## src/rtl/fetch_sequencer_if.sv

```systemverilog
// Fetch sequencer bus: instruction-memory port, IF/ID output handshake,
// redirect input and fault/status outputs bundled into one interface.
interface fetch_sequencer_if #(
    parameter int ADDR_W = 32
);
    logic [ADDR_W-1:0] imem_addr;
    logic [31:0]       imem_instr;
    logic              out_valid;
    logic              out_ready;
    logic [31:0]       out_instr;
    logic [ADDR_W-1:0] out_pc;
    logic [ADDR_W-1:0] out_pc4;
    logic              redirect_valid;
    logic [ADDR_W-1:0] redirect_target;
    logic              fault;
    logic [ADDR_W-1:0] fault_addr;
    logic [15:0]       fetch_count;

    // Sequencer side of the bus
    modport master (
        output imem_addr,
        input  imem_instr,
        output out_valid,
        input  out_ready,
        output out_instr,
        output out_pc,
        output out_pc4,
        input  redirect_valid,
        input  redirect_target,
        output fault,
        output fault_addr,
        output fetch_count
    );

    // Memory / pipeline side of the bus
    modport slave (
        input  imem_addr,
        output imem_instr,
        input  out_valid,
        output out_ready,
        input  out_instr,
        input  out_pc,
        input  out_pc4,
        output redirect_valid,
        output redirect_target,
        input  fault,
        input  fault_addr,
        input  fetch_count
    );
endinterface

```

## src/rtl/fetch_sequencer.sv

```systemverilog
// Instruction-fetch controller: owns the PC, reads the combinational
// instruction memory, presents words to IF/ID over valid/ready, applies
// redirects and traps misaligned or out-of-range fetch addresses.
module fetch_sequencer #(
    parameter int                ADDR_W    = 32,
    parameter int                MEM_WORDS = 64,
    parameter logic [ADDR_W-1:0] RESET_PC  = '0
) (
    input logic               clk,
    input logic               reset,
    fetch_sequencer_if.master bus
);
    localparam logic [1:0] ST_IDLE  = 2'd0;
    localparam logic [1:0] ST_FETCH = 2'd1;
    localparam logic [1:0] ST_FAULT = 2'd2;

    localparam logic [ADDR_W-1:0] MEM_LIMIT = ADDR_W'(MEM_WORDS * 4);
    localparam logic [ADDR_W-1:0] WORD_STEP = ADDR_W'(4);

    logic [1:0]        state;
    logic [ADDR_W-1:0] pc;
    logic              out_valid;
    logic [31:0]       out_instr;
    logic [ADDR_W-1:0] out_pc;
    logic [ADDR_W-1:0] fault_addr;
    logic [15:0]       fetch_count;

    logic transfer;
    logic target_bad;
    logic can_load;
    logic pc_out_of_range;

    // Handshake, redirect legality and load-opportunity decode
    always_comb begin
        transfer        = out_valid & bus.out_ready;
        target_bad      = (bus.redirect_target[1:0] != 2'b00) ||
                          (bus.redirect_target >= MEM_LIMIT);
        can_load        = (state == ST_FETCH) && (!out_valid || bus.out_ready);
        pc_out_of_range = (pc >= MEM_LIMIT);
    end

    // Sequencer state, PC and output register; redirect overrides every state
    always_ff @(posedge clk) begin
        if (reset) begin
            state      <= ST_IDLE;
            pc         <= RESET_PC;
            out_valid  <= 1'b0;
            out_instr  <= '0;
            out_pc     <= '0;
            fault_addr <= '0;
        end else if (bus.redirect_valid) begin
            out_valid <= 1'b0;
            if (target_bad) begin
                state      <= ST_FAULT;
                fault_addr <= bus.redirect_target;
            end else begin
                pc    <= bus.redirect_target;
                state <= ST_FETCH;
            end
        end else begin
            case (state)
                ST_IDLE: begin
                    state <= ST_FETCH;
                end
                ST_FETCH: begin
                    if (can_load) begin
                        if (pc_out_of_range) begin
                            state      <= ST_FAULT;
                            fault_addr <= pc;
                            out_valid  <= 1'b0;
                        end else begin
                            out_instr <= bus.imem_instr;
                            out_pc    <= pc;
                            out_valid <= 1'b1;
                            pc        <= pc + WORD_STEP;
                        end
                    end
                end
                ST_FAULT: begin
                    out_valid <= 1'b0;
                end
                default: begin
                    state     <= ST_IDLE;
                    out_valid <= 1'b0;
                end
            endcase
        end
    end

    // Count accepted transfers, sticking at the top value
    always_ff @(posedge clk) begin
        if (reset) begin
            fetch_count <= '0;
        end else if (transfer && (fetch_count != 16'hFFFF)) begin
            fetch_count <= fetch_count + 16'd1;
        end
    end

    assign bus.imem_addr   = pc;
    assign bus.out_valid   = out_valid;
    assign bus.out_instr   = out_instr;
    assign bus.out_pc      = out_pc;
    assign bus.out_pc4     = out_pc + WORD_STEP;
    assign bus.fault       = (state == ST_FAULT);
    assign bus.fault_addr  = fault_addr;
    assign bus.fetch_count = fetch_count;
endmodule

```

## src/flat_wrapper.sv

```systemverilog
// flat-port wrapper written by rule: the top's interface ports become plain ports
module fetch_sequencer_flat 
#(
    parameter int                ADDR_W    = 32,
    parameter int                MEM_WORDS = 64,
    parameter logic [ADDR_W-1:0] RESET_PC  = '0
)
  (clk, reset, bus_imem_addr, bus_imem_instr, bus_out_valid, bus_out_ready, bus_out_instr, bus_out_pc, bus_out_pc4, bus_redirect_valid, bus_redirect_target, bus_fault, bus_fault_addr, bus_fetch_count);
  fetch_sequencer_if #(.ADDR_W(ADDR_W)) bus_i ();
  input logic clk;
  input logic reset;
  output wire logic [$bits(bus_i.imem_addr)-1:0] bus_imem_addr;
  input wire logic [$bits(bus_i.imem_instr)-1:0] bus_imem_instr;
  output wire logic [$bits(bus_i.out_valid)-1:0] bus_out_valid;
  input wire logic [$bits(bus_i.out_ready)-1:0] bus_out_ready;
  output wire logic [$bits(bus_i.out_instr)-1:0] bus_out_instr;
  output wire logic [$bits(bus_i.out_pc)-1:0] bus_out_pc;
  output wire logic [$bits(bus_i.out_pc4)-1:0] bus_out_pc4;
  input wire logic [$bits(bus_i.redirect_valid)-1:0] bus_redirect_valid;
  input wire logic [$bits(bus_i.redirect_target)-1:0] bus_redirect_target;
  output wire logic [$bits(bus_i.fault)-1:0] bus_fault;
  output wire logic [$bits(bus_i.fault_addr)-1:0] bus_fault_addr;
  output wire logic [$bits(bus_i.fetch_count)-1:0] bus_fetch_count;
  assign bus_imem_addr = bus_i.imem_addr;
  assign bus_i.imem_instr = bus_imem_instr;
  assign bus_out_valid = bus_i.out_valid;
  assign bus_i.out_ready = bus_out_ready;
  assign bus_out_instr = bus_i.out_instr;
  assign bus_out_pc = bus_i.out_pc;
  assign bus_out_pc4 = bus_i.out_pc4;
  assign bus_i.redirect_valid = bus_redirect_valid;
  assign bus_i.redirect_target = bus_redirect_target;
  assign bus_fault = bus_i.fault;
  assign bus_fault_addr = bus_i.fault_addr;
  assign bus_fetch_count = bus_i.fetch_count;
  fetch_sequencer #(.ADDR_W(ADDR_W), .MEM_WORDS(MEM_WORDS), .RESET_PC(RESET_PC)) u_core (.clk(clk), .reset(reset), .bus(bus_i));
endmodule
```

## config.mk

```make
export PLATFORM = sky130hd
export DESIGN_NAME = fetch_sequencer_flat
export DESIGN_NICKNAME = d
export VERILOG_FILES = /design/src/rtl/fetch_sequencer_if.sv /design/src/rtl/fetch_sequencer.sv /design/src/flat_wrapper.sv
export SDC_FILE = /design/constraint.sdc
export NUM_CORES = 1
export LEC_CHECK = 0
export CORE_ASPECT_RATIO = 1.25
export CORE_MARGIN = 1.5
export CORE_UTILIZATION = 44
export DETAILED_ROUTE_END_ITERATION = 6
export PLACE_DENSITY = 0.79
export SLEW_MARGIN = 20
export SYNTH_ARGS = -nofsm -noshare
export SYNTH_HDL_FRONTEND = slang
export SYNTH_SLANG_ARGS = --single-unit
```

## constraint.sdc

```tcl
create_clock -name clk -period 2.45 [get_ports clk]
set_input_delay 0.49 -clock clk [delete_from_list [all_inputs] [get_ports clk]]
set_output_delay 0.49 -clock clk [all_outputs]
set_load 0.03 [all_outputs]
```

==> impl_results.md, run 1 <==
* Pwr/cell area at 577 nW/um^2
* Async set-or-reset flop fraction in the synthesized netlist at 0%
* Logic pwr share at 10.7%
* Fraction of layout cells with a size suffix above 1 at 17.7%
* Largest net degree at the start of global routing at 86
* # H-tree levels at 4
* Total Nets Final at 1068
* Final wirelength at 20000 um
* Seq pwr share at 42.1%
* Critical path's slowest cell: dfxtp_2
* Detailed-route DRC error count at 0
* Worst setup slack after layout at -0.0544 ns
* Endpoints failing setup at 4
* Fill cells at 1059
* P_sw at 1.38 mW
* Cell family with most CP delay: buffers and inverters
* Register area at 2970 um^2
* Initial drt markers at 323
* Number of inserted diodes at 0
* Initial core utilization at 45.3%
* Dominant synthesized flop cell: dfxtp_1
* Critical path class: flop to output port
* Crit path capture type: output port
* CTS Buf Count at 17
* Hold Buf Count CTS at 0
* Final Hold Fails at 0
* Grt total ovfl at 0
* DR pass1 iterations at 5
* Critical path buffers and inverters at 3
* Worst Hold Class: input port to flop
* Outcome: finished with violations
* Max Root-Sink Buffers at 2
* DIE AREA at 15000 um^2
* Crit path arrival time at 2.01 ns
* Sink Count at 147
* FP Rows at 48
* Peak Freq at 399 MHz
* Clock share of power at 47.2%
* Crit path launch type: flop
* CTS clk-pin slew, worst paths at 0.06 ns
* Placed Area at 9260 um^2
* Crit path time final at 2.50 ns
* Net Count, Synth at 775
* Met3 routed WL at 1480 um
* Met1 Routed Length at 7710 um
* Crit-path max FO at 5
* Core ar. at 13900 um^2
* Setup Skew at 0.0138 ns
* Crit share post-route at 102%
* GRT Util Overall at 26.6%
* Worst vdd rail ir drop at 0.344 mV
* Met2 Wirelength at 10200 um
* Detailed placer's ending HPWL at 13900 um
* Routability cong. at 0.916
* Synth unique cells at 48
* Number of enable flip-flop cells after synthesis at 0
* Failing checks: setup timing
* Max-slew violation count at 0
* Max_cap viols at 0
* DR top layer: met4
* Die width at 110 um
* DP Worst Slack at -0.217 ns
* Global-route wire length before repair at 31300 um
* Slew Limit Headroom at 65.7%
* Pleak at 4.01 nW
* Yosys reg bits at 147
* Antenna-violating nets left at 0
* Root Driver: clkbuf_16
* Sw Ratio at 23.5%
* Crit path cell chain: nand4_1 > buf_4 > nor2_4 > buf_6 > nand4_1 > xnor2_1 > buf_4
* Avg WL per Cell at 16.9 um
* RSZ-0062 raised after global routing: yes
* Port Buf Inserts at 245
* Mean Syn Cell Area at 8.94 um^2
* Setup TNS at -0.0929 ns
* Area of the multi-input gates at 3310 um^2
* I/O pin count at 246
* Worst-margin pin slew at 0.512 ns
* Synth warnings at 0
* Initial antenna violation count at 0
* Mapped Cells at 703
* CP required at 1.96 ns
* DR vias/cell at 5.44
* CP peak stage delay at 0.36 ns
* Total vias in the final route at 6435
* Clock latency on the worst-skew pair at 0.42 ns
* Post-synthesis instance area at 6280 um^2
* Vias in the first global route at 6390
* Area delta synth->final at 62.4%
* Design Area, Final at 10200 um^2
* Clock tree from TritonCTS: done
* Seq/Total Area, Yosys at 46.8%
* Die height at 137 um
* Internal cell power at 4.50 mW
-- per-layer routing --
metal  vias to the layer above  GRT usage [%]
met5                         -              0
met4                         0           12.9
met3                        52           6.86
met2                       276           46.7
met1                      3019           29.5
li1                       3088              -
-- power groups by stage --
| stage | combinational, mW | sequential (mW) | clock [mW] |
|---|---|---|---|
| 2_1_floorplan | 0.206 | 2.64 | 0 |
| 3_3_place_gp | 0.617 | 2.53 | 0 |
| 3_5_place_dp | 0.623 | 2.54 | 0 |
| 4_1_cts | 0.628 | 2.48 | 2.82 |
| 5_1_grt | 0.669 | 2.48 | 2.93 |
| 6_report | 0.628 | 2.48 | 2.78 |
-- logic make-up after synthesis --
kind of cell,count (synthesis),synth area share [%]
adders and majority gates,4,0.797
and+or+nand+nor,274,22.7
buffers and inverters,56,4.38
muxes,31,4.94
DFF,147,46.8
AOI/OAI and AO/OA,149,14.5
xor gates and xnor gates,42,5.85
-- Yosys cell counts, types with 2 or more instances --
library cell / number / share of area (%)
a211oi_1: 32 / 3.8
a21oi_1: 78 / 6.2
a22oi_1: 4 / 0.48
a31oi_1: 7 / 0.70
and2_1: 31 / 3.1
and3_1: 38 / 3.8
and4_1: 9 / 1.3
buf_2: 7 / 0.56
buf_4: 3 / 0.36
buf_6: 6 / 1.1
clkbuf_1: 32 / 1.9
dfxtp_1: 147 / 47
ha_1: 4 / 0.80
inv_1: 7 / 0.42
mux2i_1: 31 / 4.9
nand2_1: 99 / 5.9
nand2b_1: 2 / 0.20
nand3_1: 19 / 1.5
nand4_1: 10 / 1.0
nor2_1: 29 / 1.7
nor2b_1: 4 / 0.40
nor3_1: 7 / 0.56
nor4_1: 12 / 1.2
nor4b_1: 2 / 0.28
nor4bb_1: 2 / 0.32
o211ai_1: 10 / 1.2
o21ai_0: 6 / 0.48
o31ai_1: 3 / 0.36
o32ai_1: 2 / 0.28
or4_4: 2 / 0.36
xnor2_1: 25 / 3.5
xor2_1: 17 / 2.4
-- cell usage in the layout, fill, tap and decap left out, types with 4 or more instances in the layout --
cell type	instances
nand2_1	99
clkbuf_16	17
a22oi_1	4
buf_6	9
buf_12	4
buf_4	86
xnor2_1	20
o21ai_0	6
a21oi_1	78
and3_4	4
clkdlybuf4s50_1	217
dfxtp_4	5
nor3_1	7
dfxtp_1	139
xor2_1	13
and3_1	33
inv_1	7
nor4_1	11
o211ai_1	10
inv_6	4
bufinv_16	4
a211oi_1	32
nand3_1	13
nand4_1	10
mux2i_1	31
and4_1	7
xnor2_2	4
nor2_1	26
a31oi_1	7
and2_1	30
-- final timing paths --
check | start | end | slack (ns) | cells after the start
max | u_core.bus.out_pc[9]$_SDFFE_PP0P_ | bus_out_pc4[26] | -0.05 | 7
min | reset | u_core.bus.fault_addr[15]$_SDFFE_PP0P_ | 0.42 | 2
max reg2reg | u_core.bus.imem_addr[30]$_SDFFE_PP0P_ | u_core.bus.out_pc[25]$_SDFFE_PP0P_ | 0.09 | 5
min reg2reg | u_core.bus.out_instr[25]$_SDFFE_PP0P_ | u_core.bus.out_instr[25]$_SDFFE_PP0P_ | 0.45 | 2
-- sequential cells by signal (all words and copies together) (netlist names) --
signal                  cells
u_core.bus.out_pc          32
u_core.bus.out_valid        1
u_core.bus.fetch_count     16
u_core.state                2
u_core.bus.imem_addr       32
u_core.bus.out_instr       32
u_core.bus.fault_addr      32
-- stage by stage --
step	instances	hold WS, ns	power, mW	util, %
final	1183	0.417	5.88	73.5
after floorplan	703	0.453	2.84	-
after global placement	1135	0.438	3.15	66.7
after global routing	1183	0.419	6.08	73.5
after detailed placement	1135	0.442	3.16	66.7
after CTS	1178	0.414	5.92	72.6
-- cell type report --
cell class	count	area share, %
timing repair buffer	322	29.9
multi-input combinational	500	32.5
sequential	147	29.1
clock buffer	20	4.48
inverter	8	0.294
tap	175	2.15
clock inverter	11	1.69
-- repair_timing --
action	4_1_cts	5_1_grt
setup endpoints to repair	26	21
setup buffers	12	5
pin swaps	6	14
resized for setup	33	23
Note: power is estimated with default switching activity, not from simulation.
==> run 2: changes to the inputs <==
--- a/config.mk
+++ b/config.mk
@@ -5,8 +5,8 @@
 export SDC_FILE = /design/constraint.sdc
 export NUM_CORES = 1
 export LEC_CHECK = 0
+export CAP_MARGIN = 20
 export CORE_ASPECT_RATIO = 1.25
-export CORE_MARGIN = 1.5
 export CORE_UTILIZATION = 44
 export DETAILED_ROUTE_END_ITERATION = 6
 export PLACE_DENSITY = 0.79
==> impl_results.md, run 2 (synthesis results as in run 1) <==
* RSZ-0062 raised after global routing: yes
* Area delta synth->final at 61.2%
* Outcome: finished clean
* Clock tree from TritonCTS: done
* CP required at 1.96 ns (about the same)
* Crit path arrival time at 1.92 ns (-0.09 ns)
* CTS clk-pin slew, worst paths at 0.06 ns (about the same)
* Area of the multi-input gates at 3280 um^2 (-1.1%)
* Pwr/cell area at 564 nW/um^2 (-2.1%)
* Crit share post-route at 98.3% (-3.9 points)
* Largest net degree at the start of global routing at 86 (unchanged)
* Critical path class: flop to output port
* Crit path launch type: flop
* Worst Hold Class: input port to flop
* Cell family with most CP delay: simple AND/OR/NAND/NOR gates
* Pleak at 4.00 nW (-0.47%)
* Worst Hold Slack at 0.418 ns (+0.000787 ns)
* Slew Limit Headroom at 65.2% (-0.53 points)
* Max-slew violation count at 0 (unchanged)
* I/O pin count at 246 (unchanged)
* Worst vdd rail ir drop at 0.390 mV (+14%)
* DR vias/cell at 5.35 (-1.6%)
* CP peak stage delay at 0.33 ns (-0.03 ns)
* Final core utilization at 73.0% (-0.56 points)
* Setup Skew at 0.0136 ns (-0.000197 ns)
* Crit-path max FO at 4 (-1)
* Root Driver: clkbuf_16
* Commonest non-fill, non-tap cells in the layout: 216 x clkdlybuf4s50_1, 129 x dfxtp_1, 99 x nand2_1
* Number of inserted diodes at 0 (unchanged)
* Die width at 109 um (-0.91%)
* CP dominant cell by count: and4_4
* Detailed placer's ending HPWL at 13300 um (-4.5%)
* Max_cap viols at 0 (unchanged)
* Port Buf Inserts at 245 (unchanged)
* Max Root-Sink Buffers at 2 (unchanged)
* FP Rows at 48 (unchanged)
* Final Hold Fails at 0 (unchanged)
* CTS Buf Count at 17 (unchanged)
* Crit path capture type: output port
* # H-tree levels at 4 (unchanged)
* Critical path's slowest cell: dfxtp_2
* Hold Buf Count CTS at 0 (unchanged)
* Global-route wire length before repair at 30000 um (-4.0%)
* Avg WL per Cell at 16.4 um (-3.3%)
* Vias in the first global route at 6047 (-5.4%)
* Peak Freq at 415 MHz (+3.9%)
* Initial drt markers at 235 (-27%)
* Antenna-violating nets left at 0 (unchanged)
* Routability cong. at 0.829 (-9.5%)
* Endpoints failing setup at 0 (-4)
* Placed cells at 1126 (-0.79%)
* Core ar. at 13900 um^2 (unchanged)
* DIE AREA at 14800 um^2 (-1.6%)
* Grt total ovfl at 0 (unchanged)
* Crit path cell chain: and4_4 > and4_4 > and3_4 > buf_4 > nand3_2 > xnor2_2 > buf_6
* Worst-margin pin slew at 0.520 ns (+0.00792 ns)
* Total Nets Final at 1061 (-0.66%)
* Final Total Pwr at 5.71 mW (-2.9%)
* Die height at 136 um (-0.73%)
* Commonest non-fill, non-tap cell in the layout: clkdlybuf4s50_1
* DR pass1 iterations at 5 (unchanged)
* Final cell count without fillers at 1177 (-0.51%)
* Critical path buffers and inverters at 2 (-1)
* Detailed-route DRC error count at 0 (unchanged)
* Register area at 2990 um^2 (+0.84%)
* Sink Count at 147 (unchanged)
* Fill cells at 1035 (-2.3%)
* Clock latency on the worst-skew pair at 0.42 ns (about the same)
* Fraction of layout cells with a size suffix above 1 at 18.2% (+0.50 points)
* Final wirelength at 19300 um (-3.8%)
* Total vias in the final route at 6298 (-2.1%)
* GRT Util Overall at 25.9% (-0.74 points)
* Initial core utilization at 45.3% (unchanged)
* Crit path time final at 2.41 ns (-0.0950 ns)
* Initial antenna violation count at 0 (unchanged)
## run 2: path summary, 6_finish.rpt
check | from | to | slack [ns] | cells past startpoint
max | u_core.bus.out_pc[19]$_SDFFE_PP0P_ | bus_out_pc4[29] | 0.04 | 7
min | reset | u_core.bus.fault_addr[16]$_SDFFE_PP0P_ | 0.42 | 2
max reg2reg | u_core.bus.imem_addr[22]$_SDFFE_PP0P_ | u_core.bus.out_pc[9]$_SDFFE_PP0P_ | 0.11 | 5
min reg2reg | u_core.bus.out_instr[27]$_SDFFE_PP0P_ | u_core.bus.out_instr[27]$_SDFFE_PP0P_ | 0.45 | 2
## run 2: layout make-up
cell class / count / share of cell area [%]
Clock buffer: 20 / 4.51
Clock inverter: 12 / 1.42
Inverter: 8 / 0.297
Multi-Input combinational cell: 500 / 32.4
Sequential cell: 147 / 29.5
Tap cell: 175 / 2.16
Timing Repair Buffer: 315 / 29.7
## run 2: metrics by stage
stage / worst slack, ns / cell area, um^2 / TNS [ns]
detailed placement: -0.139 / 9200 / -4.00
finish: 0.0406 / 10100 / 0
global placement: -0.0968 / 9200 / -3.56
global route: -0.0703 / 10100 / -0.279
floorplan: -0.00313 / 6370 / -0.00313
CTS: 0.000578 / 9990 / 0
## run 2: worst register-to-register path, cell delays in order, from the launching register on
cell and delay [ns]:
dfxtp_1 0.34, nor4_1 0.47, nand4_1 0.25, or4_2 0.73, buf_12 0.22, and3_1 0.22
## run 2: metal layers
metal | wire, um | track usage (%)
met1 | 7690 | 29.5
met5 | 0 | 0
met4 | 529 | 10.8
met2 | 9810 | 45.1
met3 | 1260 | 6.59
## run 2: repair_timing
action,4_1_cts,5_1_grt
endpoints found under the setup margin,22,32
cloned,0,0
pin swaps,7,8
gates resized for setup,37,26
buffers inserted,14,5
## run 2: power by group
part / internal (mW) / switching (mW)
logic: 0.296 / 0.331
registers: 2.44 / 0.0393
clock network: 1.58 / 1.04
